--- config.mk ---
export PLATFORM = sky130hd
export DESIGN_NAME = vrased_reset_seq_flat
export DESIGN_NICKNAME = d
export VERILOG_FILES = /design/src/rtl/vrased_reset_seq_if.sv /design/src/rtl/vrased_reset_seq.sv /design/src/flat_wrapper.sv
export SDC_FILE = /design/constraint.sdc
export NUM_CORES = 1
export LEC_CHECK = 0
export CAP_MARGIN = 20
export CORE_MARGIN = 1.5
export CORE_UTILIZATION = 42
export DETAILED_ROUTE_END_ITERATION = 10
export GPL_ROUTABILITY_DRIVEN = 0
export HOLD_SLACK_MARGIN = 0.12
export PLACE_DENSITY = 0.8
export SYNTH_ARGS = -nofsm -noshare
export SYNTH_HDL_FRONTEND = slang
export SYNTH_SLANG_ARGS = --single-unit
--- constraint.sdc ---
create_clock -name clk -period 1.85 [get_ports clk]
set_input_delay 0.4625 -clock clk [delete_from_list [all_inputs] [get_ports clk]]
set_output_delay 0.4625 -clock clk [all_outputs]
set_load 0.005 [all_outputs]
--- src/rtl/vrased_reset_seq_if.sv ---
// vrased_reset_seq_if: violation inputs and reset/debug outputs of the VRASED reset sequencer
interface vrased_reset_seq_if #(parameter int NSRC = 6, parameter int CNT_W = 8);
  logic [15:0] pc;
  logic [NSRC-1:0] viol;
  logic cause_clr;
  logic reset;
  logic busy;
  logic [NSRC:0] cause;
  logic [CNT_W-1:0] viol_cnt;
  modport master(output pc, viol, cause_clr, input reset, busy, cause, viol_cnt);
  modport slave(input pc, viol, cause_clr, output reset, busy, cause, viol_cnt);
endinterface

--- src/rtl/vrased_reset_seq.sv ---
// vrased_reset_seq: holds CPU reset, confirms restart at RESET_HANDLER, re-fires on timeout, keeps sticky causes
module vrased_reset_seq #(
  parameter logic [15:0] RESET_HANDLER = 16'h0000,
  parameter int NSRC = 6,
  parameter int HOLD_CYCLES = 4,
  parameter int TIMEOUT = 16,
  parameter int CNT_W = 8
) (
  input logic clk,
  input logic puc_rst,
  vrased_reset_seq_if.slave bus
);
  localparam int HW = $clog2(HOLD_CYCLES + 1);
  localparam int TW = $clog2(TIMEOUT + 1);
  typedef enum logic [1:0] {IDLE, ASSERT, WAIT_PC} state_t;
  state_t state, state_n;
  logic [HW-1:0] hcnt, hcnt_n;
  logic [TW-1:0] tcnt, tcnt_n;
  logic [NSRC:0] cause_n;
  logic [CNT_W-1:0] cnt_n, cnt_inc;
  logic fire, pc_ok;
  assign fire = |bus.viol;
  assign pc_ok = bus.pc == RESET_HANDLER;
  assign cnt_inc = &bus.viol_cnt ? bus.viol_cnt : bus.viol_cnt + CNT_W'(1);
  always_comb begin
    state_n = state;
    hcnt_n = hcnt;
    tcnt_n = tcnt;
    cause_n = bus.cause;
    cnt_n = bus.viol_cnt;
    case (state)
      IDLE:
        if (fire) begin
          state_n = ASSERT;
          hcnt_n = '0;
          cause_n = (bus.cause_clr ? '0 : bus.cause) | {1'b0, bus.viol};
          cnt_n = bus.cause_clr ? CNT_W'(1) : cnt_inc;
        end else if (bus.cause_clr) begin
          cause_n = '0;
          cnt_n = '0;
        end
      ASSERT: begin
        cause_n = bus.cause | {1'b0, bus.viol};
        if (hcnt == HW'(HOLD_CYCLES - 1)) begin
          state_n = WAIT_PC;
          tcnt_n = '0;
        end else hcnt_n = hcnt + HW'(1);
      end
      WAIT_PC:
        // a violation beats the pc match; the pc match beats the timeout
        if (fire || (!pc_ok && tcnt == TW'(TIMEOUT - 1))) begin
          state_n = ASSERT;
          hcnt_n = '0;
          cause_n = bus.cause | {~fire, bus.viol};
          cnt_n = cnt_inc;
        end else if (pc_ok) state_n = IDLE;
        else tcnt_n = tcnt + TW'(1);
      default: state_n = IDLE;
    endcase
  end
  always_ff @(posedge clk) begin
    if (puc_rst) begin
      state <= IDLE;
      hcnt <= '0;
      tcnt <= '0;
      bus.reset <= 1'b0;
      bus.busy <= 1'b0;
      bus.cause <= '0;
      bus.viol_cnt <= '0;
    end else begin
      state <= state_n;
      hcnt <= hcnt_n;
      tcnt <= tcnt_n;
      bus.reset <= state_n == ASSERT;
      bus.busy <= state_n != IDLE;
      bus.cause <= cause_n;
      bus.viol_cnt <= cnt_n;
    end
  end
endmodule

--- src/flat_wrapper.sv ---
// flat-port wrapper written by rule: the top's interface ports become plain ports
module vrased_reset_seq_flat 
#(
  parameter logic [15:0] RESET_HANDLER = 16'h0000,
  parameter int NSRC = 6,
  parameter int HOLD_CYCLES = 4,
  parameter int TIMEOUT = 16,
  parameter int CNT_W = 8
)
  (clk, puc_rst, bus_pc, bus_viol, bus_cause_clr, bus_reset, bus_busy, bus_cause, bus_viol_cnt);
  vrased_reset_seq_if #(.NSRC(NSRC), .CNT_W(CNT_W)) bus_i ();
  input logic clk;
  input logic puc_rst;
  input wire logic [$bits(bus_i.pc)-1:0] bus_pc;
  input wire logic [$bits(bus_i.viol)-1:0] bus_viol;
  input wire logic [$bits(bus_i.cause_clr)-1:0] bus_cause_clr;
  output wire logic [$bits(bus_i.reset)-1:0] bus_reset;
  output wire logic [$bits(bus_i.busy)-1:0] bus_busy;
  output wire logic [$bits(bus_i.cause)-1:0] bus_cause;
  output wire logic [$bits(bus_i.viol_cnt)-1:0] bus_viol_cnt;
  assign bus_i.pc = bus_pc;
  assign bus_i.viol = bus_viol;
  assign bus_i.cause_clr = bus_cause_clr;
  assign bus_reset = bus_i.reset;
  assign bus_busy = bus_i.busy;
  assign bus_cause = bus_i.cause;
  assign bus_viol_cnt = bus_i.viol_cnt;
  vrased_reset_seq #(.RESET_HANDLER(RESET_HANDLER), .NSRC(NSRC), .HOLD_CYCLES(HOLD_CYCLES), .TIMEOUT(TIMEOUT), .CNT_W(CNT_W)) u_core (.clk(clk), .puc_rst(puc_rst), .bus(bus_i));
endmodule
==> results.md <==
* Mean Syn Cell Area at 8.84 µm²
* Max-slew violations at 0
* RR Endpoint: u_core.bus.cause[1]$_SDFFE_PP0P_
* Synth top area share at 37.5%
* CTS Buf Count at 3
* Final ANT Viol Nets at 0
* H-Tree Depth at 1
* Distinct cells, synth at 44
* Grt total ovfl at 0
* Final Util at 75.6%
* Register area share after synthesis at 37.5%
* Crit Path Class: reg -> reg
* Final Critical Period at 2.07 ns
* Period utilization at 112%
* First-pass GRT wire length at 6.91 mm
* Gate Count Post-Synth at 163
* Hold crit path type: in -> reg
* Fmax at 484 MHz
* Setup slack at placement at -0.587 ns
* Final-report hold violation count at 0
* Nets at 284
* Max cap viols at 0
* DR DRC count at 0
* Sink Count at 27
* Actual slew at the worst max-slew pin at 0.405 ns
* TNS Setup at -1.68 ns
* Total power draw at 1.17 mW
* Required time of the critical path at 2.10 ns
* Clk_lat worst skew at 0.34 ns
* Wire length per cell at 16.4 µm
* # IOs at 42
* Initial antenna violation count at 0
* Clock transition at the registers of the reported paths at 0.15 ns
* Status: finished, violations left
* Number of synthesized flops with an enable pin at 0
* Static Leak at 1.01 nW
* Layout cells sized above 1 at 34.5%
* Post-Syn Area at 0.00144 mm²
* Maximum vdd drop at 0.559 mV
* Hold-critical path depth at 2
* Most numerous cell in the Yosys netlist: dfxtp_1
* TritonCTS clock tree: yes
* Register area at 543 µm²
* All-Layer GR Usage at 24.0%
* Skew final at 0.00807 ns
* Synth Area in XOR/XNOR at 0%
* Final worst setup slack at -0.216 ns
* Critical path peak fanout at 6
* Core box area at 0.00331 mm²
* Largest family of logic cells by synthesized area: compound AO/OA/AOI/OAI gates
* Top cells by area, synth: dfxtp_1 38%, ha_1 7.8%, a21oi_1 4.9%, o21ai_0 4.2%, a22o_1 3.0%
* Post-synth ARST share at 0%
* Ys Warns at 0
* Hold Path End: u_core.bus.cause[0]$_SDFFE_PP0P_
* Area Overhead vs Synth at 73.8%
* Row cnt at 21
* Avg Vias per Cell at 5.84
* Synth top cells by count: 27 x dfxtp_1, 14 x a21oi_1, 12 x o21ai_0
* Synth Area in Simple Gates at 24.5%
* Fill cells at 223
* Die width at 61.6 µm
* Via count at 1723
* Routed WL at 4.84 mm
* Relative max-transition margin at 73.0%
* Vias in the first global route at 1552
* Synth Area in Compound Gates at 26.1%
* Startpoint types: flip-flop
* Reg-to-reg slack, setup at -0.22 ns
* DRT Pass-1 Iters at 4
* Adder-cell share of the synthesized area at 7.82%
* Final HPWL DP at 3.07 mm
* Initial DRC count at 81
* R2R cell count at 10
* Pwr dens at 468 mW/mm²
* Violations in the final reports: setup timing
* RSZ-0062 raised after global routing: yes
* Antenna cells at 0
* Final setup viols at 15
* Synth Flop Type: dfxtp_1
* Area of the multi-input gates at 0.00109 mm²
* Mapped Nets at 197
* Largest area contributor in the netlist: dfxtp_1
* Initial Util at 43.5%
* DIE HEIGHT at 61.6 µm
* Worst Min Path Start: bus_viol[0]
* Die Area at 0.00379 mm²
* CTS root buffer: clkbuf_4
* Mux share of post-synthesis cell area at 0.695%
* PortBufs at 41
* Clk buf depth at 2
* Worst Path Arrival at 2.31 ns
* Pin count of the biggest net entering global routing at 15
* Synthesized flop and latch total at 27
* Reg-to-reg startpoint: u_core.tcnt[0]$_SDFFE_PP0P_
* Setup crit end kind: flip-flop
## per-stage QoR
step / cells / hold WS, ns / area, µm²
6_report: 295 / 0.396 / 2500
2_1_floorplan: 163 / 0.441 / 1510
3_3_place_gp: 276 / 0.444 / 2180
3_5_place_dp: 276 / 0.455 / 2180
5_1_grt: 295 / 0.396 / 2500
4_1_cts: 288 / 0.495 / 2360
## registers in the layout (all words and copies together) (netlist names)
signal / cells
u_core.bus.reset: 1
u_core.tcnt: 5
u_core.bus.busy: 1
u_core.state: 2
u_core.bus.viol_cnt: 8
u_core.bus.cause: 7
u_core.hcnt: 3
## cell families after synthesis
group,after synthesis
buffers and inverters,13
and+or+nand+nor,59
DFF,27
AOI/OAI and AO/OA,54
adders and majority gates,9
muxes,1
## cells in the final DEF, fill, tap and decap left out, types with 3 or more instances in the layout
cell              n
dlygate4sd2_1    10
dlymetal6s2s_1    5
nor2_1            8
clkdlybuf4s50_1  20
and4_1            3
clkdlybuf4s15_1   4
nor4_4            6
dfxtp_1          25
nor3_1            4
a22o_1            5
buf_6             3
a21oi_1          12
inv_1            10
or3_1             4
o21ai_0          10
buf_4            39
clkbuf_4          3
ha_1              5
nand3_1           5
nand2_1           8
## final cells by class
| cell class | instances | share of cell area, % |
|---|---|---|
| Multi-Input combinational cell | 123 | 43.4 |
| Timing Repair Buffer | 84 | 29.8 |
| Sequential cell | 27 | 21.7 |
| Tap cell | 46 | 2.30 |
| Inverter | 11 | 1.65 |
| Clock buffer | 4 | 1.05 |
## per-layer routing
layer	track usage (%)	wire, µm
met1	31.3	1990
met2	40.9	2480
met4	6.38	106
met5	0	0
met3	3.78	274
## how the worst max path moves through the flow
stage | start | end | slack (ns) | depth (start not counted)
after floorplan | u_core.tcnt[1]$_SDFFE_PP0P_ | u_core.bus.cause[6]$_SDFFE_PP0P_ | -0.007 | 8
after global placement | bus_viol[1] | u_core.bus.busy$_SDFF_PP0_ | -0.52 | 6
after detailed placement | bus_viol[1] | u_core.tcnt[2]$_SDFFE_PP0P_ | -0.59 | 6
after CTS | u_core.tcnt[0]$_SDFFE_PP0P_ | u_core.bus.viol_cnt[5]$_SDFFE_PP0P_ | -0.22 | 9
after global routing | u_core.tcnt[0]$_SDFFE_PP0P_ | u_core.bus.cause[1]$_SDFFE_PP0P_ | -0.28 | 10
final | u_core.tcnt[0]$_SDFFE_PP0P_ | u_core.bus.cause[1]$_SDFFE_PP0P_ | -0.22 | 10
## where the power goes
group	total, mW	internal (mW)	switching, mW
registers	0.621	0.607	0.0143
clock network	0.266	0.0849	0.181
logic	0.284	0.151	0.133
## worst max-delay path, stage by stage (launching register included)
cell and delay (ns):
dfxtp_2 0.38, ha_4 0.13, and3_4 0.19, ha_4 0.14, inv_2 0.04, a41oi_4 0.24
buf_6 0.15, nor2_4 0.04, buf_12 0.12, o31a_1 0.31, a22o_2 0.25
## timing repair
item | 4_1_cts | 5_1_grt
resized for setup | 35 | 31
pin swaps | 15 | 21
setup endpoints to repair | 25 | 25
buffers inserted | 8 | 7
hold buffers | 0 | 0
Power figures use the tool's default switching activity.
